===== src/rtl/v7_filter_ctrl.sv =====
// Run-control and pulse-event sequencer for the variant-7 shaping filter.
// Flushes/settles the filter, then captures peak amplitude and timestamp per pulse.
module v7_filter_ctrl #(
   parameter int SIZE_FILTER_DATA = 16,
   parameter int TS_WIDTH         = 32,
   parameter int FLUSH_CYCLES     = 2,
   parameter int SETTLE_CYCLES    = 32,
   parameter int DEAD_TIME        = 16
) (
   input  logic                        clk,
   input  logic                        reset,
   input  logic                        cfg_en,
   input  logic                        flush_req,
   input  logic [SIZE_FILTER_DATA-1:0] cfg_threshold,
   input  logic [SIZE_FILTER_DATA-1:0] filt_data,
   output logic                        filt_rst_n,
   output logic                        evt_valid,
   input  logic                        evt_ready,
   output logic [SIZE_FILTER_DATA-1:0] evt_peak,
   output logic [TS_WIDTH-1:0]         evt_time,
   output logic [7:0]                  drop_cnt,
   output logic                        busy
);

   localparam int CNT_W = 16;

   typedef enum logic [2:0] {
      S_IDLE, S_FLUSH, S_SETTLE, S_ARMED, S_PEAK, S_DEAD
   } state_t;

   state_t                      state_q, state_d;
   logic [CNT_W-1:0]            cnt_q, cnt_d;
   logic [TS_WIDTH-1:0]         ts_q, ts_d;
   logic [SIZE_FILTER_DATA-1:0] peak_q, peak_d;
   logic [TS_WIDTH-1:0]         ptime_q, ptime_d;
   logic                        evt_valid_q, evt_valid_d;
   logic [SIZE_FILTER_DATA-1:0] evt_peak_q, evt_peak_d;
   logic [TS_WIDTH-1:0]         evt_time_q, evt_time_d;
   logic [7:0]                  drop_cnt_q, drop_cnt_d;
   logic                        emit;
   logic                        out_free;

   // Handshake: a transfer occurs on any rising edge where evt_valid and evt_ready
   // are both high; evt_valid/evt_peak/evt_time hold until then, and evt_ready
   // is ignored while evt_valid is low.

   always_comb begin
      state_d = state_q;
      cnt_d   = cnt_q;
      peak_d  = peak_q;
      ptime_d = ptime_q;
      emit    = 1'b0;
      ts_d    = ts_q + 1'b1;

      case (state_q)
         S_IDLE: begin
            cnt_d = '0;
            if (cfg_en) state_d = S_FLUSH;
         end
         S_FLUSH: begin
            if (cnt_q == CNT_W'(FLUSH_CYCLES - 1)) begin
               state_d = S_SETTLE;
               cnt_d   = '0;
            end else begin
               cnt_d = cnt_q + 1'b1;
            end
         end
         // SETTLE and DEAD hand over one count early so that the first ARMED
         // sample lands exactly N edges after the state was entered.
         S_SETTLE: begin
            if (cnt_q == CNT_W'(SETTLE_CYCLES - 2)) begin
               state_d = S_ARMED;
               cnt_d   = '0;
            end else begin
               cnt_d = cnt_q + 1'b1;
            end
         end
         S_ARMED: begin
            if (filt_data > cfg_threshold) begin
               peak_d  = filt_data;
               ptime_d = ts_q;
               state_d = S_PEAK;
            end
         end
         S_PEAK: begin
            if (filt_data < cfg_threshold) begin
               emit    = 1'b1;
               state_d = S_DEAD;
               cnt_d   = '0;
            end else if (filt_data > peak_q) begin
               peak_d  = filt_data;
               ptime_d = ts_q;
            end
         end
         S_DEAD: begin
            if (cnt_q == CNT_W'(DEAD_TIME - 2)) begin
               state_d = S_ARMED;
               cnt_d   = '0;
            end else begin
               cnt_d = cnt_q + 1'b1;
            end
         end
         default: state_d = S_IDLE;
      endcase

      // Aborts override the normal transition and discard any pulse in progress.
      if (!cfg_en) begin
         state_d = S_IDLE;
         cnt_d   = '0;
         emit    = 1'b0;
      end else if (flush_req && state_q != S_IDLE) begin
         state_d = S_FLUSH;
         cnt_d   = '0;
         emit    = 1'b0;
      end
   end

   always_comb begin
      evt_valid_d = evt_valid_q;
      evt_peak_d  = evt_peak_q;
      evt_time_d  = evt_time_q;
      drop_cnt_d  = drop_cnt_q;
      out_free    = !evt_valid_q || evt_ready;

      if (evt_valid_q && evt_ready) evt_valid_d = 1'b0;

      if (emit) begin
         if (out_free) begin
            evt_valid_d = 1'b1;
            evt_peak_d  = peak_q;
            evt_time_d  = ptime_q;
         end else if (drop_cnt_q != 8'hFF) begin
            drop_cnt_d = drop_cnt_q + 1'b1;
         end
      end
   end

   always_ff @(posedge clk) begin
      if (!reset) begin
         state_q     <= S_IDLE;
         cnt_q       <= '0;
         ts_q        <= '0;
         peak_q      <= '0;
         ptime_q     <= '0;
         evt_valid_q <= 1'b0;
         evt_peak_q  <= '0;
         evt_time_q  <= '0;
         drop_cnt_q  <= '0;
      end else begin
         state_q     <= state_d;
         cnt_q       <= cnt_d;
         ts_q        <= ts_d;
         peak_q      <= peak_d;
         ptime_q     <= ptime_d;
         evt_valid_q <= evt_valid_d;
         evt_peak_q  <= evt_peak_d;
         evt_time_q  <= evt_time_d;
         drop_cnt_q  <= drop_cnt_d;
      end
   end

   assign filt_rst_n = !(state_q == S_IDLE || state_q == S_FLUSH);
   assign busy       = (state_q != S_IDLE);
   assign evt_valid  = evt_valid_q;
   assign evt_peak   = evt_peak_q;
   assign evt_time   = evt_time_q;
   assign drop_cnt   = drop_cnt_q;

endmodule


===== config.mk =====
export PLATFORM = sky130hd
export DESIGN_NAME = v7_filter_ctrl
export DESIGN_NICKNAME = d
export VERILOG_FILES = /design/src/rtl/v7_filter_ctrl.sv
export SDC_FILE = /design/constraint.sdc
export NUM_CORES = 1
export LEC_CHECK = 0
export BUFFER_PORTS_ARGS = -buffer_cell sky130_fd_sc_hd__clkbuf_2
export CORE_UTILIZATION = 58
export DETAILED_ROUTE_END_ITERATION = 7
export GPL_TIMING_DRIVEN = 0
export PLACE_DENSITY = 0.79
export SETUP_SLACK_MARGIN = 0.1
export SKIP_CTS_REPAIR_TIMING = 1
export SLEW_MARGIN = 5
export SYNTH_ARGS = -nofsm -noshare
export SYNTH_HDL_FRONTEND = slang
export SYNTH_SLANG_ARGS = --single-unit

===== constraint.sdc =====
create_clock -name clk -period 3.2 [get_ports clk]
set_input_delay 0.96 -clock clk [delete_from_list [all_inputs] [get_ports clk]]
set_output_delay 0.96 -clock clk [all_outputs]
set_load 0.01 [all_outputs]

==> Yosys cells after proc, flatten, opt, wreduce, memory -nomap -nowiden <==
Cells that the tools add are included.
{ "totals": {"regBits": 156, "elab_cells": 85, "inputBits": 37} }
{ "classes": {"n_addsub": 3, "n_reduce_logical": 18, "bitwise_logic": 3, "order_cmp": 3, "n_mux": 27, "eq_ne": 21} }
{ "ops": {"columns": ["operator", "count"], "rows": [
  ["2-to-1 mux 16 bit", 7],
  ["2-to-1 mux 32 bit", 3],
  ["case mux 16 bit (5 select lines)", 1],
  ["case mux 32 bit (2 select lines)", 1],
  ["adder 32 x 1 -> 32 bit (second input constant)", 1],
  ["> comparator 16 bit", 2],
  ["case mux 16 bit (2 select lines)", 1],
  ["case mux 3 bit (6 select lines)", 1],
  ["adder 16 x 1 -> 16 bit (second input constant)", 1],
  ["== test 16 x 1 -> 1 bit (second input constant)", 1],
  ["== test 16 x 4 -> 1 bit (second input constant)", 1],
  ["== test 16 x 5 -> 1 bit (second input constant)", 1],
  ["less-than comparator 16 bit", 1],
  ["2-to-1 mux 3 bit", 5],
  ["!= test 3 bit (second input constant)", 5],
  ["!= test 2 bit (second input constant)", 7],
  ["AND reduction 5 bit", 2],
  ["adder 8 x 1 -> 8 bit (second input constant)", 1],
  ["2-to-1 mux 1 bit", 8],
  ["!= test 8 bit (second input constant)", 1],
  ["== test 3 x 2 -> 1 bit (second input constant)", 2],
  ["== test 3 bit (second input constant)", 2],
  ["AND reduction 2 bit", 3],
  ["nonzero test 5 bit", 1],
  ["other kinds (11)", 16]
]} }

==> Logic depth before layout (Yosys ltp) <==
{ "depth": {"word_depth": 6, "ltp_mapped": 10, "ltp_nobuf": 8} }

==> Least setup slack after synthesis <==
No wires, ideal clock.
{ "synth_timing": {"kind": "input -> register", "startpoint": "input cfg_threshold[15]", "endpoint": "register peak_q[0]", "arrival_time_ps": 2761, "slack_ps": 367, "stages": 9, "required_ps": 3128, "setup_time_ps": 72, "path_cell_list": "inv_1 > ha_1 > nand4_1 > nor4_1 > nor2_1 > o221ai_1 > buf_2 > buf_4 > mux2i_1"} }
{ "synth_via": {"elab_chain_len": 3, "word_cells_on_any_way": 5, "cone_classes": "2 x order compare; 2 x eq/ne; 1 x reduce/logical"} }
{ "synth_lines": {"columns": ["item", "line_no", "rtl"], "rows": [
  ["from (decl)", "14", "input logic [SIZE_FILTER_DATA-1:0] cfg_threshold,"],
  ["less-than comparator 16 bit / > comparator 16 bit (equally long branches)", "86, 79", null],
  ["!= test 2 bit (no source line)", null, null],
  ["AND reduction 4 bit (no source line) *", null, null],
  ["to (signal assigned)", "153", "peak_q <= peak_d;"],
  ["to (decl)", "34", "logic [SIZE_FILTER_DATA-1:0] peak_q, peak_d;"]
]} }
Mark *: on every way between the ends. The rest lies on a longest branch, timed or not.
A chain may end at the register's enable or synchronous reset.

==> Final worst setup path <==
{ "layout_timing": {"startpoint": "input filt_data[15]", "endpoint": "register cnt_q[12]"} }
{ "layout_via": {"elab_chain_len": 3} }
{ "layout_lines": {"columns": ["item", "line_no", "rtl"], "rows": [
  ["from (decl)", "15", "input logic [SIZE_FILTER_DATA-1:0] filt_data,"],
  ["less-than comparator 16 bit", "86", "if (filt_data < cfg_threshold) begin"],
  ["!= test 2 bit (no source line)", null, null],
  ["AND reduction 2 bit (no source line)", null, null],
  ["to (signal assigned)", "151", "cnt_q <= cnt_d;"],
  ["to (decl)", "32", "logic [CNT_W-1:0] cnt_q, cnt_d;"]
]} }
No other way between the ends.

==> run metrics <==
outcome=complete, no violations; minimum setup slack after placement=-237.4 ps; clock insertion delay at the later pin of the skew report=about 440 ps; Setup CP Type=input pin to flip-flop; Worst Hold Class=flip-flop to flip-flop; I/O pin count=96; dominant synthesized flop cell=sky130_fd_sc_hd__dfxtp_1; crit path launch type=input pin; Synthesized Nets=910; routability congestion estimate=0.8500; synthesized instance count=836; Fill cells=between 900 and 1k; tightest slew margin relative to the limit=57.04%; r2r startpoint=cnt_q[9]$_SDFFE_PP0P_; global-route wire length before repair=between 20000 and 30000 µm; DIE WIDTH=114.6 µm; number of flip-flops and latches in the synthesized netlist=156; remaining antenna violation count=0; post-synthesis average cell area=8.797 µm²; via count=6339; Area growth syn-to-layout=17.42%; setup ws final=271.6 ps; clock share of power=about 48%; portion of total power attributed to sequential cells=46.3%; warnings from Yosys=0; capturing element type of the critical path=flip-flop; static leakage power=3.578 nW; layout net count=1023; GRT Resource Usage Total=26.66%; GR Util met2=43.07%; initial antenna violation count=0; root cell of the clock tree=sky130_fd_sc_hd__clkbuf_16; commonest non-fill, non-tap cells in the layout=sky130_fd_sc_hd__nand2_1 (178), sky130_fd_sc_hd__dfxtp_1 (156), sky130_fd_sc_hd__mux2i_1 (97); effective utilization at floorplan=60.47%; most used routing layer in global routing=met2; Std-Cell Rows=40; TritonCTS clock tree=yes; pin slew with the least headroom to its limit=roughly 640 ps; power share of the combinational group=roughly 5.8%; total grt overflow=0; Fin. Hold Viols=0; CTS clock-pin slew for the worst setup and hold paths=60 ps; worst supply voltage drop on vdd=293.2 µV; number of buffers added by the clock tree synthesis step=17; data arrival time at the worst-slack endpoint=3280 ps; RSZ-0062 raised after global routing=false; max-capacitance violation count=0; number of global-route vias before repair=5867; maximum buffer depth of the clock tree=2; PwrDens=489.0 nW/µm²; level count of the clock H-tree=4; Vias per Instance=5.610; Netlist cell types=53; final cell utilization of the core=71.01%; part of the Yosys area used for sequential elements=between 40% and 50%; net switching share of the total power=23.50%; placeable core region=approximately 12000 µm²; number of sinks driven by the clock tree=156; Ant. Diodes=0; total of endpoints with negative setup slack in the final report=0; HPWL Detailed=11940 µm; count of buffers from port buffering=94; DR pass1 iterations=5; summed instance area of the synthesized netlist=roughly 7400 µm²; largest driver fanout on the critical path=10; Worst Hold Slack=455.5 ps; number of violations reported at the end of detailed-routing iteration 0=462; total die area=about 13000 µm²; wire per inst=14.89 µm; post-layout min period=between 2000 and 3000 ps; Worst Skew=14.92 ps; number of synthesized flops with an enable pin=0; met1 usage=35.34%; layout cell share with drive strength beyond 1=14.97%; Final Max Slew Viols=0; startpoint of the most critical hold path=evt_time[5]$_SDFFE_PN0P_; internal power consumption=3.230 mW; fmax=0.3415 GHz; aggregate routed wire length=16830 µm; pin count of the biggest net entering global routing=17; portion of the clock cycle consumed by the worst path in the final layout=just over 90%; met3 layer usage reported by global route=5.188%; FFs w/ async S/R, synth=0%; leading cell type in the layout, fill and taps excluded=sky130_fd_sc_hd__nand2_1; crit path from=filt_data[15]; residual DRC count=0; net switching power figure=~990 µW; chip height=around 110 µm; Crit path required time=3550 ps
-- worst paths after layout --
| path | slack [ps] | endpoint | cells past startpoint |
|---|---|---|---|
| max reg2reg | 630 | cnt_q[3]$_SDFFE_PP0P_ | 7 |
| max | 270 | cnt_q[12]$_SDFFE_PP0P_ | 8 |
| min | 460 | evt_time[5]$_SDFFE_PN0P_ | 2 |
| min reg2reg | 460 | evt_time[5]$_SDFFE_PN0P_ | 2 |
-- synth_stat cells (4+ instances only) --
cell type	number	area, µm²
sky130_fd_sc_hd__or3_1	11	68.82
sky130_fd_sc_hd__nor2_1	38	142.6
sky130_fd_sc_hd__and4_1	6	52.55
sky130_fd_sc_hd__o211ai_1	17	127.6
sky130_fd_sc_hd__and2_1	4	25.02
sky130_fd_sc_hd__inv_1	38	142.6
sky130_fd_sc_hd__dfxtp_1	156	3123
sky130_fd_sc_hd__buf_2	5	25.02
sky130_fd_sc_hd__or4_1	4	30.03
sky130_fd_sc_hd__mux2i_1	97	970.9
sky130_fd_sc_hd__nand3_1	30	150.1
sky130_fd_sc_hd__ha_1	37	462.9
sky130_fd_sc_hd__nor2b_1	7	43.79
sky130_fd_sc_hd__nand2_1	178	668.1
sky130_fd_sc_hd__and3_1	7	43.79
sky130_fd_sc_hd__xnor2_1	5	43.79
sky130_fd_sc_hd__nor4_1	6	37.54
sky130_fd_sc_hd__a21oi_1	28	140.1
sky130_fd_sc_hd__nand4_1	25	156.4
sky130_fd_sc_hd__clkbuf_1	31	116.4
sky130_fd_sc_hd__o21ai_0	14	70.07
sky130_fd_sc_hd__xor2_1	21	183.9
sky130_fd_sc_hd__nand2b_1	10	62.56
sky130_fd_sc_hd__a31oi_1	10	62.56
-- layout make-up --
cell class	count	area, µm²	share of cell area (%)
plain buffers	45	211.5	2.449
clock buffers	21	460.4	5.332
well taps	168	210.2	2.434
clock inverters	11	131.4	1.521
flip-flops and latches	156	3123	36.16
repair buffers	94	470.5	5.448
inverters	38	142.6	1.652
multi-input cells	597	3886	45.00
-- logic make-up (layout without fill, tap and decap cells) --
group                      Yosys count  in the layout  share of synthesized area [%]
adders and majority gates           37             37                          6.295
and+or+nand+nor                    342            342                          21.74
buffers and inverters               83            209                          4.780
DFF                                156            156                          42.46
AOI/OAI and AO/OA                   95             95                          8.421
xor gates and xnor gates            26             26                          3.096
muxes                               97             97                          13.20
-- metal layers --
layer / up-vias / share of wire, %
li1: 3133 / -
met1: 3004 / 47
met2: 176 / 47
met3: 26 / 4.6
met4: 0 / 1.8
met5: - / 0
-- critical path: stages --
cell	delay, ps
sky130_fd_sc_hd__clkbuf_2	130
sky130_fd_sc_hd__ha_1	320
sky130_fd_sc_hd__nand4_1	210
sky130_fd_sc_hd__a2111o_1	490
sky130_fd_sc_hd__a31oi_1	400
sky130_fd_sc_hd__clkbuf_1	450
sky130_fd_sc_hd__o211ai_1	150
sky130_fd_sc_hd__a31oi_1	180
-- registers in the layout (all words and copies together) (netlist names) --
signal     count
evt_peak      16
ts_q          32
peak_q        16
drop_cnt       8
cnt_q         16
evt_valid      1
evt_time      32
ptime_q       32
state_q        3
-- stage by stage --
step           cell area [µm²]  std cells  TNS [ps]  total power [mW]
4_1_cts                   8627       1130         0             4.233
2_1_floorplan             7355        836         0             2.150
3_3_place_gp              8035       1098     -4828             2.233
3_5_place_dp              8035       1098     -6963             2.238
5_1_grt                   8636       1130         0             4.366
6_report                  8636       1130         0             4.223
-- power by group through the flow --
stage                     Clock [mW]  Sequential, mW  Combinational (mW)
after floorplan                    0            2.00               0.153
after global placement             0            2.00               0.235
after detailed placement           0            2.00               0.240
after CTS                       2.03            1.96               0.244
after global routing            2.14            1.95               0.272
final                           2.02            1.96               0.246
Power figures use the tool's default switching activity.
